$ cat src/rtl/dmi_jtag_pkg.sv
// Shared types and IR codes for the RISC-V debug JTAG TAP.
// Range helper is used at elaboration to reject bad user-chain IR ranges.
package dmi_jtag_pkg;

   typedef enum logic [3:0] {
      TestLogicReset = 4'h0,
      RunTestIdle    = 4'h1,
      SelectDrScan   = 4'h2,
      CaptureDr      = 4'h3,
      ShiftDr        = 4'h4,
      Exit1Dr        = 4'h5,
      PauseDr        = 4'h6,
      Exit2Dr        = 4'h7,
      UpdateDr       = 4'h8,
      SelectIrScan   = 4'h9,
      CaptureIr      = 4'hA,
      ShiftIr        = 4'hB,
      Exit1Ir        = 4'hC,
      PauseIr        = 4'hD,
      Exit2Ir        = 4'hE,
      UpdateIr       = 4'hF
   } tap_state_e;

   typedef struct packed {
      logic [13:0] zero1;
      logic        dmihardreset;
      logic        dmireset;
      logic        zero0;
      logic [2:0]  idle;
      logic [1:0]  dmistat;
      logic [5:0]  abits;
      logic [3:0]  version;
   } dtmcs_t;

   localparam logic [4:0] BYPASS0   = 5'h00;
   localparam logic [4:0] IDCODE    = 5'h01;
   localparam logic [4:0] DTMCSR    = 5'h10;
   localparam logic [4:0] DMIACCESS = 5'h11;

   // User chain codes must not collide with the fixed instructions nor reach all-ones.
   function automatic bit user_range_ok(int base, int num, int ir_len);
      int code;
      bit ok;
      ok = 1'b1;
      for (int i = 0; i < num; i++) begin
         code = base + i;
         if (code == 0 || code == 1 || code == 16 || code == 17 || code >= (1 << ir_len) - 1) begin
            ok = 1'b0;
         end
      end
      return ok;
   endfunction

endpackage

$ cat src/rtl/jtag_tap_fsm.sv
// IEEE 1149.1 TAP controller: 16-state register advanced by tms_i on rising tck,
// with decoded state strobes for the datapath.
module jtag_tap_fsm
   import dmi_jtag_pkg::*;
(
   input  logic tck_i,
   input  logic trst_ni,
   input  logic tms_i,
   output logic test_logic_reset_o,
   output logic capture_dr_o,
   output logic shift_dr_o,
   output logic update_dr_o,
   output logic capture_ir_o,
   output logic shift_ir_o,
   output logic update_ir_o
);

   tap_state_e state_d, state_q;

   // Next-state function of the standard TAP graph
   always_comb begin
      state_d = state_q;
      case (state_q)
         TestLogicReset: state_d = tms_i ? TestLogicReset : RunTestIdle;
         RunTestIdle:    state_d = tms_i ? SelectDrScan   : RunTestIdle;
         SelectDrScan:   state_d = tms_i ? SelectIrScan   : CaptureDr;
         CaptureDr:      state_d = tms_i ? Exit1Dr        : ShiftDr;
         ShiftDr:        state_d = tms_i ? Exit1Dr        : ShiftDr;
         Exit1Dr:        state_d = tms_i ? UpdateDr       : PauseDr;
         PauseDr:        state_d = tms_i ? Exit2Dr        : PauseDr;
         Exit2Dr:        state_d = tms_i ? UpdateDr       : ShiftDr;
         UpdateDr:       state_d = tms_i ? SelectDrScan   : RunTestIdle;
         SelectIrScan:   state_d = tms_i ? TestLogicReset : CaptureIr;
         CaptureIr:      state_d = tms_i ? Exit1Ir        : ShiftIr;
         ShiftIr:        state_d = tms_i ? Exit1Ir        : ShiftIr;
         Exit1Ir:        state_d = tms_i ? UpdateIr       : PauseIr;
         PauseIr:        state_d = tms_i ? Exit2Ir        : PauseIr;
         Exit2Ir:        state_d = tms_i ? UpdateIr       : ShiftIr;
         UpdateIr:       state_d = tms_i ? SelectDrScan   : RunTestIdle;
         default:        state_d = TestLogicReset;
      endcase
   end

   // State register
   always_ff @(posedge tck_i or negedge trst_ni) begin
      if (!trst_ni) begin
         state_q <= TestLogicReset;
      end else begin
         state_q <= state_d;
      end
   end

   assign test_logic_reset_o = (state_q == TestLogicReset);
   assign capture_dr_o       = (state_q == CaptureDr);
   assign shift_dr_o         = (state_q == ShiftDr);
   assign update_dr_o        = (state_q == UpdateDr);
   assign capture_ir_o       = (state_q == CaptureIr);
   assign shift_ir_o         = (state_q == ShiftIr);
   assign update_ir_o        = (state_q == UpdateIr);

endmodule

$ cat src/rtl/tc_clk_cells.sv
// Technology clock cells: inverter and 2:1 mux, replaced by hardened cells in the
// target library.
module tc_clk_inverter (
   input  logic clk_i,
   output logic clk_o
);
   assign clk_o = ~clk_i;
endmodule

module tc_clk_mux2 (
   input  logic clk0_i,
   input  logic clk1_i,
   input  logic clk_sel_i,
   output logic clk_o
);
   assign clk_o = clk_sel_i ? clk1_i : clk0_i;
endmodule

$ cat src/rtl/dmi_jtag_tap_mc.sv
// JTAG TAP for the RISC-V debug transport: IR, IDCODE/BYPASS/DTMCS registers,
// DMI and user-chain select decode, and the falling-edge TDO stage.
module dmi_jtag_tap_mc
   import dmi_jtag_pkg::*;
#(
   parameter int          IrLength    = 5,
   parameter logic [31:0] IdcodeValue = 32'h00000001,
   parameter int          NumChains   = 2,
   parameter int          UserIrBase  = 32'h12,
   parameter int          DmiAbits    = 7,
   parameter int          IdleHint    = 1
) (
   input  logic                 tck_i,
   input  logic                 trst_ni,
   input  logic                 tms_i,
   input  logic                 td_i,
   output logic                 td_o,
   output logic                 tdo_oe_o,
   input  logic                 testmode_i,
   output logic                 test_logic_reset_o,
   output logic                 capture_dr_o,
   output logic                 shift_dr_o,
   output logic                 update_dr_o,
   output logic                 dmi_access_o,
   output logic                 dmi_reset_o,
   output logic                 dmi_hardreset_o,
   input  logic [1:0]           dmi_error_i,
   output logic                 dmi_tdi_o,
   input  logic                 dmi_tdo_i,
   output logic [NumChains-1:0] chain_select_o,
   input  logic [NumChains-1:0] chain_tdo_i
);

   if (IrLength < 5) begin : g_bad_irlength
      $fatal(1, "dmi_jtag_tap_mc: IrLength must be >= 5");
   end
   if (IdcodeValue[0] != 1'b1) begin : g_bad_idcode
      $fatal(1, "dmi_jtag_tap_mc: IdcodeValue bit 0 must be 1");
   end
   if (NumChains < 1 || NumChains > 8) begin : g_bad_numchains
      $fatal(1, "dmi_jtag_tap_mc: NumChains must be 1..8");
   end
   if (!user_range_ok(UserIrBase, NumChains, IrLength)) begin : g_bad_userbase
      $fatal(1, "dmi_jtag_tap_mc: user chain IR range collides with reserved codes");
   end

   localparam logic [IrLength-1:0] IrIdcode  = IrLength'(IDCODE);
   localparam logic [IrLength-1:0] IrDtmcs   = IrLength'(DTMCSR);
   localparam logic [IrLength-1:0] IrDmi     = IrLength'(DMIACCESS);
   localparam logic [IrLength-1:0] IrCapture = IrLength'(5'b00101);
   localparam logic [5:0]          AbitsVal  = 6'(DmiAbits);
   localparam logic [2:0]          IdleVal   = 3'(IdleHint);

   logic tlr_s, cap_dr_s, sh_dr_s, upd_dr_s, cap_ir_s, sh_ir_s, upd_ir_s;
   logic [IrLength-1:0] ir_sr_d, ir_sr_q, ir_d, ir_q;
   logic [31:0] idcode_d, idcode_q;
   logic bypass_d, bypass_q;
   dtmcs_t dtmcs_d, dtmcs_q;
   logic dmi_reset_d, dmi_reset_q, dmi_hardreset_d, dmi_hardreset_q;
   logic idcode_sel_s, dtmcs_sel_s, dmi_sel_s, bypass_sel_s;
   logic [NumChains-1:0] chain_sel_s;
   logic tdo_d, tdo_q, tdo_oe_d, tdo_oe_q;
   logic tck_inv_s, tck_n_s;

   jtag_tap_fsm i_fsm (
      .tck_i              (tck_i),
      .trst_ni            (trst_ni),
      .tms_i              (tms_i),
      .test_logic_reset_o (tlr_s),
      .capture_dr_o       (cap_dr_s),
      .shift_dr_o         (sh_dr_s),
      .update_dr_o        (upd_dr_s),
      .capture_ir_o       (cap_ir_s),
      .shift_ir_o         (sh_ir_s),
      .update_ir_o        (upd_ir_s)
   );

   // Instruction decode from the latched IR; anything undecoded falls through to BYPASS
   always_comb begin
      idcode_sel_s = 1'b0;
      dtmcs_sel_s  = 1'b0;
      dmi_sel_s    = 1'b0;
      case (ir_q)
         IrIdcode: idcode_sel_s = 1'b1;
         IrDtmcs:  dtmcs_sel_s  = 1'b1;
         IrDmi:    dmi_sel_s    = 1'b1;
         default:  idcode_sel_s = 1'b0;
      endcase
      for (int i = 0; i < NumChains; i++) begin
         chain_sel_s[i] = (ir_q == IrLength'(UserIrBase + i));
      end
      bypass_sel_s = ~(idcode_sel_s | dtmcs_sel_s | dmi_sel_s | (|chain_sel_s));
   end

   // IR capture/shift/update
   always_comb begin
      ir_sr_d = ir_sr_q;
      ir_d    = ir_q;
      if (tlr_s) begin
         ir_sr_d = '0;
         ir_d    = IrIdcode;
      end else if (cap_ir_s) begin
         ir_sr_d = IrCapture;
      end else if (sh_ir_s) begin
         ir_sr_d = {td_i, ir_sr_q[IrLength-1:1]};
      end else if (upd_ir_s) begin
         ir_d = ir_sr_q;
      end else begin
         ir_sr_d = ir_sr_q;
      end
   end

   // Internal DR capture/shift and DTMCS write-side pulses
   always_comb begin
      idcode_d = idcode_q;
      bypass_d = bypass_q;
      dtmcs_d  = dtmcs_q;
      if (tlr_s) begin
         idcode_d = IdcodeValue;
         bypass_d = 1'b0;
      end else if (cap_dr_s) begin
         if (idcode_sel_s) idcode_d = IdcodeValue; else idcode_d = idcode_q;
         if (bypass_sel_s) bypass_d = 1'b0;        else bypass_d = bypass_q;
         if (dtmcs_sel_s) begin
            dtmcs_d = '{zero1: 14'd0, dmihardreset: 1'b0, dmireset: 1'b0, zero0: 1'b0,
                        idle: IdleVal, dmistat: dmi_error_i, abits: AbitsVal, version: 4'd1};
         end else begin
            dtmcs_d = dtmcs_q;
         end
      end else if (sh_dr_s) begin
         if (idcode_sel_s) idcode_d = {td_i, idcode_q[31:1]}; else idcode_d = idcode_q;
         if (bypass_sel_s) bypass_d = td_i;                   else bypass_d = bypass_q;
         if (dtmcs_sel_s)  dtmcs_d  = dtmcs_t'({td_i, dtmcs_q[31:1]}); else dtmcs_d = dtmcs_q;
      end else begin
         idcode_d = idcode_q;
      end
      dmi_reset_d     = upd_dr_s & dtmcs_sel_s & dtmcs_q.dmireset;
      dmi_hardreset_d = upd_dr_s & dtmcs_sel_s & dtmcs_q.dmihardreset;
   end

   // Rising-tck datapath registers
   always_ff @(posedge tck_i or negedge trst_ni) begin
      if (!trst_ni) begin
         ir_sr_q         <= '0;
         ir_q            <= IrIdcode;
         idcode_q        <= IdcodeValue;
         bypass_q        <= 1'b0;
         dtmcs_q         <= '0;
         dmi_reset_q     <= 1'b0;
         dmi_hardreset_q <= 1'b0;
      end else begin
         ir_sr_q         <= ir_sr_d;
         ir_q            <= ir_d;
         idcode_q        <= idcode_d;
         bypass_q        <= bypass_d;
         dtmcs_q         <= dtmcs_d;
         dmi_reset_q     <= dmi_reset_d;
         dmi_hardreset_q <= dmi_hardreset_d;
      end
   end

   // TDO source mux
   always_comb begin
      tdo_d = bypass_q;
      if (sh_ir_s) begin
         tdo_d = ir_sr_q[0];
      end else if (idcode_sel_s) begin
         tdo_d = idcode_q[0];
      end else if (dtmcs_sel_s) begin
         tdo_d = dtmcs_q[0];
      end else if (dmi_sel_s) begin
         tdo_d = dmi_tdo_i;
      end else if (|chain_sel_s) begin
         tdo_d = |(chain_sel_s & chain_tdo_i);
      end else begin
         tdo_d = bypass_q;
      end
      tdo_oe_d = sh_ir_s | sh_dr_s;
   end

   // In DFT mode the TDO stage runs on true tck so scan sees a single clock polarity
   tc_clk_inverter i_tck_inv (
      .clk_i (tck_i),
      .clk_o (tck_inv_s)
   );

   tc_clk_mux2 i_tck_mux (
      .clk0_i    (tck_inv_s),
      .clk1_i    (tck_i),
      .clk_sel_i (testmode_i),
      .clk_o     (tck_n_s)
   );

   // Falling-tck TDO and output-enable registers
   always_ff @(posedge tck_n_s or negedge trst_ni) begin
      if (!trst_ni) begin
         tdo_q    <= 1'b0;
         tdo_oe_q <= 1'b0;
      end else begin
         tdo_q    <= tdo_d;
         tdo_oe_q <= tdo_oe_d;
      end
   end

   assign td_o               = tdo_q;
   assign tdo_oe_o           = tdo_oe_q;
   assign test_logic_reset_o = tlr_s;
   assign capture_dr_o       = cap_dr_s;
   assign shift_dr_o         = sh_dr_s;
   assign update_dr_o        = upd_dr_s;
   assign dmi_access_o       = dmi_sel_s;
   assign dmi_reset_o        = dmi_reset_q;
   assign dmi_hardreset_o    = dmi_hardreset_q;
   assign dmi_tdi_o          = td_i;
   assign chain_select_o     = chain_sel_s;

endmodule
$ cat config.mk
export PLATFORM = sky130hd
export DESIGN_NAME = dmi_jtag_tap_mc
export DESIGN_NICKNAME = d
export VERILOG_FILES = /design/src/rtl/dmi_jtag_pkg.sv /design/src/rtl/jtag_tap_fsm.sv /design/src/rtl/tc_clk_cells.sv /design/src/rtl/dmi_jtag_tap_mc.sv
export SDC_FILE = /design/constraint.sdc
export NUM_CORES = 1
export LEC_CHECK = 0
export CORE_MARGIN = 4
export CORE_UTILIZATION = 40
export CTS_CLUSTER_SIZE = 10
export DETAILED_ROUTE_END_ITERATION = 12
export PLACE_DENSITY = 0.57
export SLEW_MARGIN = 25
export SYNTH_ARGS = -nofsm -noshare
export SYNTH_HDL_FRONTEND = slang
export SYNTH_SLANG_ARGS = --single-unit
$ cat constraint.sdc
create_clock -name tck_i -period 4.51 [get_ports tck_i]
set_clock_uncertainty 0.2 [all_clocks]
set_input_delay 0.451 -clock tck_i [delete_from_list [all_inputs] [get_ports tck_i]]
set_output_delay 0.451 -clock tck_i [all_outputs]
set_load 0.03 [all_outputs]
Yosys cells after proc, flatten, opt, wreduce, memory -nomap -nowiden
Index checks and enable logic that the tools add are counted.

Register bits: 83. Output and inout bits: 12. Input bits: 10. Word-level logic and storage cells: 108.

Reduce and logical (&&, ||, !) cells: 15. Bitwise operators: 10. Equality and inequality tests: 23. Mux-type cells: 43.

Operator list (count): 2-to-1 mux 32 bit (9); one-hot mux 4 bit (12 select lines) (1); 2-to-1 mux 5 bit (7); == test 4 bit (second input constant) (8); == test 5 bit (second input constant) (4); 2-to-1 mux 1 bit (17); == test 4 x 3 -> 1 bit (second input constant) (4); 2-to-1 mux 4 bit (4); == test 4 x 2 -> 1 bit (second input constant) (2); OR reduction 2 bit (4); 2-to-1 mux 2 bit (3); 2-to-1 mux 3 bit (2); inequality test 2 bit (second input constant) (3); AND reduction 3 bit (2); nonzero test 2 bit (3); nonzero test 3 bit (2); == test 5 x 1 -> 1 bit (second input constant) (1); == test 4 x 1 -> 1 bit (second input constant) (1); zero test 4 bit (1); bitwise OR 1 bit (4); AND reduction 2 bit (2); AND 1 bit (3); OR reduction 3 bit (1); AND 2 bit (1); inverter 1 bit (2).

Depth between registers and ports, before layout
Word-level depth: 9. Mapped depth: 8. Mapped depth without buffers: 6.

Hierarchy
Synthesis repeated with hierarchy kept, for this count alone.

Cells, all modules: 341. Area total of the unflattened synthesis: 3607.2 um^2.

By module, submodules not included: dmi_jtag_tap_mc (cells each 293, instances 1, area an instance 3249.4 um^2, seq. area each 1979.4 um^2); jtag_tap_fsm (cells each 46, instances 1, area an instance 339.1 um^2, seq. area each 100.1 um^2); tc_clk_mux2 (cells each 1, instances 1, area an instance 15.0 um^2, seq. area each 0.0 um^2); tc_clk_inverter (cells each 1, instances 1, area an instance 3.8 um^2, seq. area each 0.0 um^2).

==> flow_summary.ini <==
[outcome]
status = completed

[clock_tree]
post_cts_buffers = 0
clkLatencyLatePin_ns = 0.56
clk_pin_slew_ns = 0.03
cts_tree = done

[worst_setup_path]
critPathMaxStageDelay_ns = 0.39
reg2reg_slack_ns = 0.46
start_kind = flip-flop
critPathKind = reg2out
r2r_cells = 4
cp_cell_sequence = dlygate4sd2_1
critPathMaxFanout = 1
cp.buffers_inverters = 1
crit_family = buffers and inverters
worstSetupEndpointType = primary output
r2r-start = ir_q[3]$_DFFE_PN0P_
rr_endpoint = td_o$_DFF_PN0_
worstPathArrival_ns = 3.66
slowest_stage = dlygate4sd2_1
cp_data_required_time_ns = 3.86

[hold_path]
hp-class = in2async

[pwr]
clockPowerShare_pct = 28.9
pwr-share-seq_pct = 38.3
vdd_drop_max_mv = 0.261
switching_share_pct = 38.0
internal-power_mw = 1.37
power.density_mw_per_mm2 = 516
combPwrFrac_pct = 32.9
p_leak_nw = 1.86
netSwitchingPower_mw = 0.841

[global_route]
grt_max_degree = 65
gr-total-overflow = 0
grt_usage_pct = 14.9
grt_pass1_vias = 2684
antenna_found_initial = 0
grt_pass1_wl_um = 13200

[yosys]
synthCells = 420
synth_ff_type = dfrtp_1
synth-compound-area-share_pct = 16.9
avgSynthCellArea_um2 = 8.96
synth_area_mm2 = 0.00376
synthAdderAreaFrac_pct = 0
synthSimpleGateAreaFrac_pct = 20.8
yosysMostFrequentCell = nand2_1
yosysWarnings = 0
ys_async_sr_fraction_pct = 100
synth_seq_area_share_pct = 55.3
synth-xor-area-share_pct = 0.465
synth_top_area_cell = dfrtp_1
synth_top_area_share_pct = 53.9
synth_cell_types = 43
synth_top_family_by_area = simple AND/OR/NAND/NOR gates
synth.area.mux_share_pct = 1.06
synth.area.top_cells = dfrtp_1 (54%), nand2_1 (9.5%), o21ai_0 (9.3%)
synth_nets = 430
ys_seq_elements = 83
synth_edf_count = 0
synth.top_cells.by_count = nand2_1 (95), dfrtp_1 (81), o21ai_0 (70), nand3_1 (35), nor2_1 (21)

[routing]
first_pass_iters = 4
initialDrtViolationCount = 102
finalWirelength_um = 7680
dr_wl_met3_um = 242
avgRoutedWirePerCell_um = 13.9
routed_via_density = 5.16
dr.max_layer_used = met4
m1WireLength_um = 3950
routed-wl-met2_um = 3340
drc = 0
vias = 2848
ant_nets = 0

[layout]
drive_gt1_share_pct = 9.07
final_nets = 446
n_fill_cell = 892
antenna_cells = 0
area_growth_pct = 14.0
stdcell_count = 552

[place]
gp_congestion = 0.809
dp_cells = 528
place_hpwl_um = 4630
portBuffers = 21

[floorplanning]
core_area_mm2 = 0.00920
die_h_um = 105
die_w_um = 105
io_pins = 22
std_cell_rows = 35
die_area_mm2 = 0.0110
start_util_pct = 40.9

[sta]
tns_ns = 0
final-hold-violation-count = 0
setup_viol = 0
worstMarginPinSlew_ns = 0.863
relSlewSlack_pct = 42.3
maxSlewViolCount = 0
holdWs_ns = 0.0829
rsz0062_at_grt = no

[job]
maxCapViolations = 0
[sequential cells by signal (all words and copies together) (netlist names)]
signal,count
dmi_hardreset_o,1
tdo_oe_o,1
td_o,1
idcode_q,32
dmi_reset_o,1
ir_sr_q,5
i_fsm.state_q,4
dtmcs_q,32
ir_q,5
bypass_q,1
[cell usage in the layout, fill, tap and decap left out, drive strengths merged, types with 2 or more instances in the layout]
cell            n
o211ai          2
mux2i           4
nor2           21
clkbuf         17
dfstp           2
or3             2
xnor2           2
nand3b          3
clkinv          4
nand2b          4
a22o            5
nor2b           2
o21ai          72
nand2          95
and3            5
nor3            3
clkinvlp        2
nand3          35
buf            12
inv            11
o22ai           4
a221oi          3
a21oi          14
dlygate4sd2     2
clkdlybuf4s50  18
dfrtp          81
[kinds of logic (layout without fill, tap and decap cells)]
group,count (synthesis),count (layout)
DFF,83,83
AOI/OAI and AO/OA,109,109
muxes,4,4
xor gates and xnor gates,2,2
buffers and inverters,46,67
and+or+nand+nor,176,176
[layout make-up]
cell class	instances	area (µm²)	area share, %
flip-flops and latches	83	2080	48.5
multi-input cells	291	1470	34.4
well taps	111	139	3.24
repair buffers	33	298	6.94
clock buffers	17	224	5.22
inverters	11	41.3	0.962
clock inverters	6	35.0	0.817
[routing by layer]
| metal | track usage [%] | up-vias |
|---|---|---|
| met5 | 0 | - |
| met4 | 6.56 | 0 |
| met3 | 4.69 | 16 |
| met2 | 21.6 | 46 |
| met1 | 20.4 | 1329 |
| li1 | - | 1457 |
[metrics by stage]
| stage | util (%) | setup WS (ns) | area, µm² | total power, mW |
|---|---|---|---|---|
| 2_1_floorplan | - | 0.206 | 3760 | 1.43 |
| 3_3_place_gp | 43.8 | 0.359 | 4020 | 1.60 |
| 5_1_grt | 46.7 | 0.164 | 4290 | 2.36 |
| 4_1_cts | 46.7 | 0.140 | 4290 | 2.24 |
| 6_report | 46.7 | 0.197 | 4290 | 2.21 |
| 3_5_place_dp | 43.8 | 0.358 | 4020 | 1.60 |
[worst max-delay path by stage]
stage	start	end	slack, ns	cells after the start
floorplan	ir_q[1]$_DFFE_PN0P_	td_o$_DFF_PN0_	0.21	6
global placement	ir_q[3]$_DFFE_PN0P_	td_o$_DFF_PN0_	0.36	4
detailed placement	ir_q[3]$_DFFE_PN0P_	td_o$_DFF_PN0_	0.36	4
CTS	td_o$_DFF_PN0_	td_o	0.14	1
global route	tdo_oe_o$_DFF_PN0_	tdo_oe_o	0.16	1
finish	tdo_oe_o$_DFF_PN0_	tdo_oe_o	0.20	1
[power by group through the flow]
stage / clock, mW / combinational, mW / sequential (mW)
6_report: 0.639 / 0.727 / 0.846
4_1_cts: 0.663 / 0.730 / 0.847
3_5_place_dp: 0.00928 / 0.732 / 0.862
3_3_place_gp: 0.00928 / 0.727 / 0.861
2_1_floorplan: 0.00929 / 0.552 / 0.867
5_1_grt: 0.700 / 0.803 / 0.855
[repair_timing]
action                                 in CTS  in global routing
hold buffers                                1                  0
endpoints found under the hold margin      24                  0
resized for setup                           2                  0
setup endpoints to repair                   2                  0
No activity file was read; power rests on OpenSTA's default activity.
